**config.mk**
```make
export PLATFORM = sky130hd
export DESIGN_NAME = my_associative_lookup
export DESIGN_NICKNAME = d
export VERILOG_FILES = /design/src/rtl/my_associative_lookup.sv
export SDC_FILE = /design/constraint.sdc
export NUM_CORES = 1
export LEC_CHECK = 0
export BUFFER_PORTS_ARGS = -buffer_cell sky130_fd_sc_hd__buf_4
export CELL_PAD_IN_SITES_DETAIL_PLACEMENT = 1
export CELL_PAD_IN_SITES_GLOBAL_PLACEMENT = 2
export CORE_AREA = 4 4 87 89
export CTS_BUF_LIST = sky130_fd_sc_hd__clkbuf_4
export DETAILED_ROUTE_END_ITERATION = 16
export DIE_AREA = 0 0 91 93
export PLACE_DENSITY = 0.86
export SETUP_SLACK_MARGIN = 0.1
export SYNTH_ARGS = -nofsm -noshare
export SYNTH_HDL_FRONTEND = slang
export SYNTH_SLANG_ARGS = --single-unit
export TNS_END_PERCENT = 5
```
**constraint.sdc**
```tcl
create_clock -name clk -period 3.44 [get_ports clk]
set_input_delay 0 -clock clk [delete_from_list [all_inputs] [get_ports clk]]
set_output_delay 0 -clock clk [all_outputs]
set_load 0.01 [all_outputs]
```
**src/rtl/my_associative_lookup.sv**
```systemverilog
// Purpose: small associative key/data table with insert/update, lookup and clear, searched linearly.
// Latency: lookup/write completes after 1 (empty table), 2+i (hit at entry i) or 1+count (miss) cycles.
// Backpressure: busy is high while an operation runs; commands presented while busy are dropped (clr aborts).
module my_associative_lookup #(
    parameter int KEY_WIDTH        = 4,
    parameter int DATA_WIDTH       = 2,
    parameter int DATA_NUMBER_LOG2 = 3
) (
    input  logic                        clk,
    input  logic                        rst,
    input  logic                        clr,
    input  logic                        wr_en,
    input  logic [KEY_WIDTH-1:0]        wr_key,
    input  logic [DATA_WIDTH-1:0]       wr_data,
    input  logic                        lookup_req,
    input  logic [KEY_WIDTH-1:0]        lookup_key,
    output logic                        busy,
    output logic                        resp_valid,
    output logic                        resp_hit,
    output logic [DATA_WIDTH-1:0]       resp_data,
    output logic                        wr_done,
    output logic                        wr_overflow,
    output logic [DATA_NUMBER_LOG2:0]   count
);

    localparam int N = 1 << DATA_NUMBER_LOG2;
    localparam logic [DATA_NUMBER_LOG2:0] FULL = (DATA_NUMBER_LOG2+1)'(N);
    localparam logic [DATA_NUMBER_LOG2:0] ONE  = (DATA_NUMBER_LOG2+1)'(1);

    typedef enum logic [1:0] {IDLE, SEARCH, RESP} state_t;

    state_t                      state_q, state_d;
    logic [DATA_NUMBER_LOG2-1:0] idx_q, idx_d;
    logic [KEY_WIDTH-1:0]        key_q, key_d;
    logic [DATA_WIDTH-1:0]       wdata_q, wdata_d;
    logic                        is_wr_q, is_wr_d;
    logic                        hit_q, hit_d;
    logic [DATA_WIDTH-1:0]       hit_data_q, hit_data_d;
    logic [DATA_NUMBER_LOG2:0]   count_q, count_d;

    logic [KEY_WIDTH-1:0]        keys_q [N];
    logic [DATA_WIDTH-1:0]       vals_q [N];

    logic                        mem_we;
    logic [DATA_NUMBER_LOG2-1:0] widx;

    // Next-state logic: command acceptance, one-entry-per-cycle search, completion and clear/abort.
    always_comb begin
        state_d    = state_q;
        idx_d      = idx_q;
        key_d      = key_q;
        wdata_d    = wdata_q;
        is_wr_d    = is_wr_q;
        hit_d      = hit_q;
        hit_data_d = hit_data_q;
        count_d    = count_q;
        case (state_q)
            IDLE: begin
                if (clr) begin
                    count_d = '0;
                end else if (wr_en || lookup_req) begin
                    key_d      = wr_en ? wr_key : lookup_key;
                    wdata_d    = wr_data;
                    is_wr_d    = wr_en;
                    hit_d      = 1'b0;
                    hit_data_d = '0;
                    idx_d      = '0;
                    state_d    = (count_q == '0) ? RESP : SEARCH;
                end
            end
            SEARCH: begin
                if (clr) begin
                    state_d = IDLE;
                    count_d = '0;
                end else if (keys_q[idx_q] == key_q) begin
                    // idx_q is left pointing at the matching entry for the write-back.
                    hit_d      = 1'b1;
                    hit_data_d = vals_q[idx_q];
                    state_d    = RESP;
                end else if ({1'b0, idx_q} == count_q - ONE) begin
                    state_d = RESP;
                end else begin
                    idx_d = idx_q + 1'b1;
                end
            end
            RESP: begin
                state_d = IDLE;
                if (clr) begin
                    count_d = '0;
                end else if (is_wr_q && !hit_q && count_q != FULL) begin
                    count_d = count_q + ONE;
                end
            end
            default: state_d = IDLE;
        endcase
    end

    // Control state registers with synchronous reset.
    always_ff @(posedge clk) begin
        if (rst) begin
            state_q    <= IDLE;
            idx_q      <= '0;
            key_q      <= '0;
            wdata_q    <= '0;
            is_wr_q    <= 1'b0;
            hit_q      <= 1'b0;
            hit_data_q <= '0;
            count_q    <= '0;
        end else begin
            state_q    <= state_d;
            idx_q      <= idx_d;
            key_q      <= key_d;
            wdata_q    <= wdata_d;
            is_wr_q    <= is_wr_d;
            hit_q      <= hit_d;
            hit_data_q <= hit_data_d;
            count_q    <= count_d;
        end
    end

    // Write-back happens at the end of RESP: overwrite on hit, append on miss when room remains.
    assign mem_we = (state_q == RESP) && is_wr_q && !clr && !rst && (hit_q || count_q != FULL);
    assign widx   = hit_q ? idx_q : count_q[DATA_NUMBER_LOG2-1:0];

    // Entry storage; only entries below count are ever read, so no reset is needed.
    always_ff @(posedge clk) begin
        if (mem_we) begin
            keys_q[widx] <= key_q;
            vals_q[widx] <= wdata_q;
        end
    end

    // Completion pulses exist only in RESP and are suppressed when a clear aborts that cycle.
    assign busy        = (state_q != IDLE);
    assign resp_valid  = (state_q == RESP) && !is_wr_q && !clr;
    assign resp_hit    = resp_valid && hit_q;
    assign resp_data   = resp_valid ? hit_data_q : '0;
    assign wr_done     = (state_q == RESP) && is_wr_q && !clr;
    assign wr_overflow = wr_done && !hit_q && (count_q == FULL);
    assign count       = count_q;

endmodule

```
# ---- After elaboration in Yosys (flattened, before gate mapping)
# Memories as Yosys holds them, arrays and structs flattened. A register that Yosys moved wholly into a read port is not among the register bits.
# Cells that the tools add are included.
# Widths: inputs -> output; s select.
dict set report word_totals {
  in_bits 15
  memories 2
  word_cells 93
  ramBits 48
  output_inout_bits 11
  reg_bits 19
}
dict set report op_classes {
  mux 36
  addsub 3
  bitwise_logic 1
  eq_ne 15
  n_reduce_logical 28
}
# name words word_bits rd rd_ports_with_merged_regs wr line
set memory_table {}
lappend memory_table {keys_q 8 4 1 1 1 41} ;# logic [KEY_WIDTH-1:0] keys_q [N];
lappend memory_table {vals_q 8 2 1 1 1 42} ;# logic [DATA_WIDTH-1:0] vals_q [N];
# operator n
set ops {}
lappend ops {{$mux 3} 10}
lappend ops {{$mux 2} 11}
lappend ops {{$mux 4} 4}
lappend ops {{$ne 2x2->1 const B} 6}
lappend ops {{$logic_and 1x1->1} 11}
lappend ops {{$reduce_and 3->1} 3}
lappend ops {{$ne 4x4->1 const B} 2}
lappend ops {{$pmux 2 s2} 2}
lappend ops {{$pmux 4 s2} 1}
lappend ops {{$mux 1} 6}
lappend ops {{$pmux 3 s2} 1}
lappend ops {{$reduce_and 6->1} 1}
lappend ops {{$reduce_bool 2->1} 3}
lappend ops {{$reduce_and 5->1} 1}
lappend ops {{$add 4x1->4 const B} 1}
lappend ops {{$eq 3x4->1} 1}
lappend ops {{$eq 4x4->1} 1}
lappend ops {{$eq 4x4->1 const B} 1}
lappend ops {{$logic_not 1->1} 4}
lappend ops {{$logic_not 4->1} 1}
lappend ops {{$sub 4x1->4 const B} 1}
lappend ops {{$add 3x1->3 const B} 1}
lappend ops {{$ne 3x3->1 const B} 1}
lappend ops {{$eq 2x1->1 const B} 1}
lappend ops {{other kinds (7)} 8}

# ---- Depth between registers and ports, before layout
dict set report depth {
  word_depth 8
  ltp_mapped 9
  depth_no_buf 8
}

# ---- Worst setup path before layout
# Ideal clock, no wire load.
dict set report synth_timing {
  path_kind {reg-to-reg}
  from {reg (tool-made name)}
  to {reg hit_data_q[0]}
  t_arrival_ps 2040
  path_slack_ps 1326
  required_ps 3366
  synth_period_minus_slack_ps 2114
  stages_incl_launch_ff 9
  setup_time_ps 74
  n_path_buf 2
  cell_sequence {dfxtp_1 -> buf_6 -> buf_12 -> mux2i_1 -> mux4_2 -> xor2_1 -> nand4_1 -> or4_1 -> a31oi_1}
}
# item line
set synth_lines {}
lappend synth_lines {{end signal, assigned} 116} ;# hit_data_q <= hit_data_d;
lappend synth_lines {{end, declared} 38} ;# logic [DATA_WIDTH-1:0] hit_data_q, hit_data_d;

==> summary.md <==
| Metric | Value |
|---|---|
| Slew @ Worst Pin | `0.782 ns` |
| Row cnt | `30` |
| Fin Clk Skew | `0.0131 ns` |
| Peak VDD IR | `0.212 mV` |
| Sequential share of the synthesized area | `0.597` |
| Initial antenna violation count | `0` |
| DR vias | `2073` |
| Peak Freq | `364 MHz` |
| Layout cells sized above 1 | `0.185` |
| Worst-path clk slew | `0.11 ns` |
| Status | `completed` |
| DRT iter0 DRCs | `126` |
| Nets | `300` |
| CP max stage cell | `dfxtp_1` |
| Cells after Synth | `238` |
| Syn_area_per_cell | `13.3 sq um` |
| RePlAce Congestion | `0.796` |
| CP max stage delay | `0.85 ns` |
| Worst-Skew Late Latency | `0.41 ns` |
| Final Slew Violations | `0` |
| Top-area cell type share of the netlist area | `0.457` |
| Final worst path period need | `2.75 ns` |
| HPWL Detailed | `4.96 mm` |
| Antenna cells | `0` |
| Mapped Nets | `257` |
| RSZ-0062 raised after global routing | `false` |
| Crit start category | `flop` |
| Crit path required time | `3.79 ns` |
| Synth unique cells | `47` |
| Final hold vios | `0` |
| Vias/cell | `5.66` |
| Horiz. Die Dim | `91 um` |
| Synth Register Bits | `70` |
| Top FF cell, synth | `edfxtp_1` |
| Die extent in y | `93 um` |
| Placed inst area | `0.00339 sq mm` |
| Worst-case clock buffer depth | `2` |
| CTS Buf Count | `9` |
| Critical path class | `reg2reg` |
| Cell taking the most area after synthesis | `edfxtp_1` |
| Synthesized cell area | `0.00315 sq mm` |
| Global-route wire length before repair | `11.4 mm` |
| Synth async-reset ratio | `0` |
| Top cells by area, synth | `edfxtp_1, dfxtp_1, mux2i_1` |
| I/O Buffers | `25` |
| Setup violations, final | `0` |
| Initial Util | `0.467` |
| CTS sink cnt | `70` |
| Period utilization | `0.798` |
| Detail Route Antenna Nets | `0` |
| Count leader, synth | `edfxtp_1` |
| # DRC | `0` |
| CP Data Arrival Time | `3.10 ns` |
| Post-synth EDFFs | `48` |
| Origin of the worst min-delay path | `wr_key[2]` |
| Total die area | `0.00846 sq mm` |
| Number of global-route vias before repair | `2124` |
| Max_cap viols | `0` |
| CP Max Fanout | `14` |
| Largest net degree at the start of global routing | `22` |
| Layout area overhead | `17.1%` |
| Crit-path cells | `mux2i_1 -> mux4_2 -> xor2_1 -> nand4_1 -> buf_4 -> or4_1 -> a31oi_1` |
| IO Count | `26` |
| WL final | `7.14 mm` |
| GRT overflow | `0` |
| FILL cells | `701` |
| Multi-input logic area | `0.00116 sq mm` |
| Final instance area | `0.00369 sq mm` |
| Initial DRT Pass Iterations | `4` |
| Hold Crit Class | `in2reg` |
| P_leak | `1.31 nW` |
| TritonCTS clock tree | `yes` |
| Ys Warns | `0` |
| CTS H-Tree Depth | `3` |
| Post_cts resized | `0` |
| Synth cell count leaders | `edfxtp_1, mux2i_1, nor2_1` |
| Placeable Area | `0.00676 sq mm` |
| Power Density | `413 mW/mm^2` |
| Post-route setup TNS | `0 ns` |
| Tot GR Track Use | `0.182` |
| FF+latch area | `0.00188 sq mm` |
| Routed wire length per instance | `19.5 um` |
| Crit. End Element | `flop` |
| Root Driver | `clkbuf_4` |
| Max-slew headroom | `0.478` |
[metrics by stage]
step | util | total power [W] | instances | setup WS [ns] | hold WS (ns)
floorplan | - | 0.000976 | 238 | 1.33 | 0.147
global placement | 0.501 | 0.00101 | 333 | 0.841 | 0.244
detailed placement | 0.501 | 0.00101 | 333 | 0.685 | 0.245
CTS | 0.547 | 0.00154 | 366 | 0.674 | 0.424
global route | 0.547 | 0.00159 | 366 | 0.532 | 0.461
finish | 0.547 | 0.00152 | 366 | 0.693 | 0.464
[critical path: cells and delay by family, from the launching register on]
| family | cells | cell delay [ns] |
|---|---|---|
| compound gates | 1 | 0.16 |
| flops | 1 | 0.85 |
| buf+inv | 1 | 0.19 |
| xor+xnor | 1 | 0.16 |
| mux | 2 | 0.69 |
| simple gates | 2 | 0.63 |
[cell families after synthesis]
family	share of synthesized area
adders and majority gates	0.0159
DFF	0.597
xor gates and xnor gates	0.0305
muxes	0.136
AOI/OAI and AO/OA	0.0774
and+or+nand+nor	0.108
buffers and inverters	0.0349
[layer usage]
layer | track usage | share of wire | up-vias
met3 | 0.0571 | 0.040 | 8
met5 | 0 | 0 | -
met4 | 0.0465 | 0.0088 | 0
li1 | - | - | 990
met1 | 0.233 | 0.46 | 1031
met2 | 0.301 | 0.50 | 44
[cells in the final DEF (no fill, tap or decap), types with 2 or more instances in the layout]
cell,n
a211oi_1,4
a21oi_1,4
a22o_1,2
a311o_1,2
a31oi_1,6
and2_1,4
and3_1,2
buf_4,29
clkbuf_4,10
clkinv_1,2
clkinvlp_4,2
dfxtp_1,22
dlygate4sd3_1,17
edfxtp_1,48
ha_1,4
inv_1,6
mux2i_1,25
mux4_2,8
nand2_1,9
nand2b_1,2
nand3_1,5
nand3b_1,2
nand4_1,4
nor2_1,24
nor2b_1,2
nor3_1,5
o21ba_1,2
o31a_1,2
o31ai_1,2
or4_1,2
xor2_1,10
[final timing paths]
check                          endpoint  slack, ns  cells after the start
min reg2reg  hit_data_q[0]$_SDFFE_PP0P_       0.49                      2
max          hit_data_q[1]$_SDFFE_PP0P_       0.69                      7
min               key_q[2]$_SDFFE_PP0P_       0.46                      4
max reg2reg  hit_data_q[1]$_SDFFE_PP0P_       0.69                      7
[report_power, final]
part / switching [W] / internal [W] / leakage (nW)
Clock: 0.000290 / 0.000227 / 0.0681
Sequential: 0.0000191 / 0.000909 / 0.620
Combinational: 0.0000358 / 0.0000436 / 0.618
Total: 0.000345 / 0.00118 / 1.31
[area by class of cell]
type / count / area share
Clock buffer: 10 / 0.0203
Clock inverter: 6 / 0.0166
Inverter: 7 / 0.00711
Multi-Input combinational cell: 147 / 0.315
Sequential cell: 70 / 0.509
Tap cell: 80 / 0.0271
Timing Repair Buffer: 46 / 0.105
[timing repair]
item,4_1_cts,5_1_grt
buffers inserted,0,0
endpoints found under the hold margin,21,0
hold buffers,17,0
endpoints found under the setup margin,0,0
[registers in the layout, summed over array words and instances (netlist names), named ones only]
name        cells
keys_q         32
vals_q         16
count           4
key_q           4
idx_q           3
hit_data_q      2
state_q         2
wdata_q         2
hit_q           1
is_wr_q         1
No activity file was read; power rests on OpenSTA's default activity.
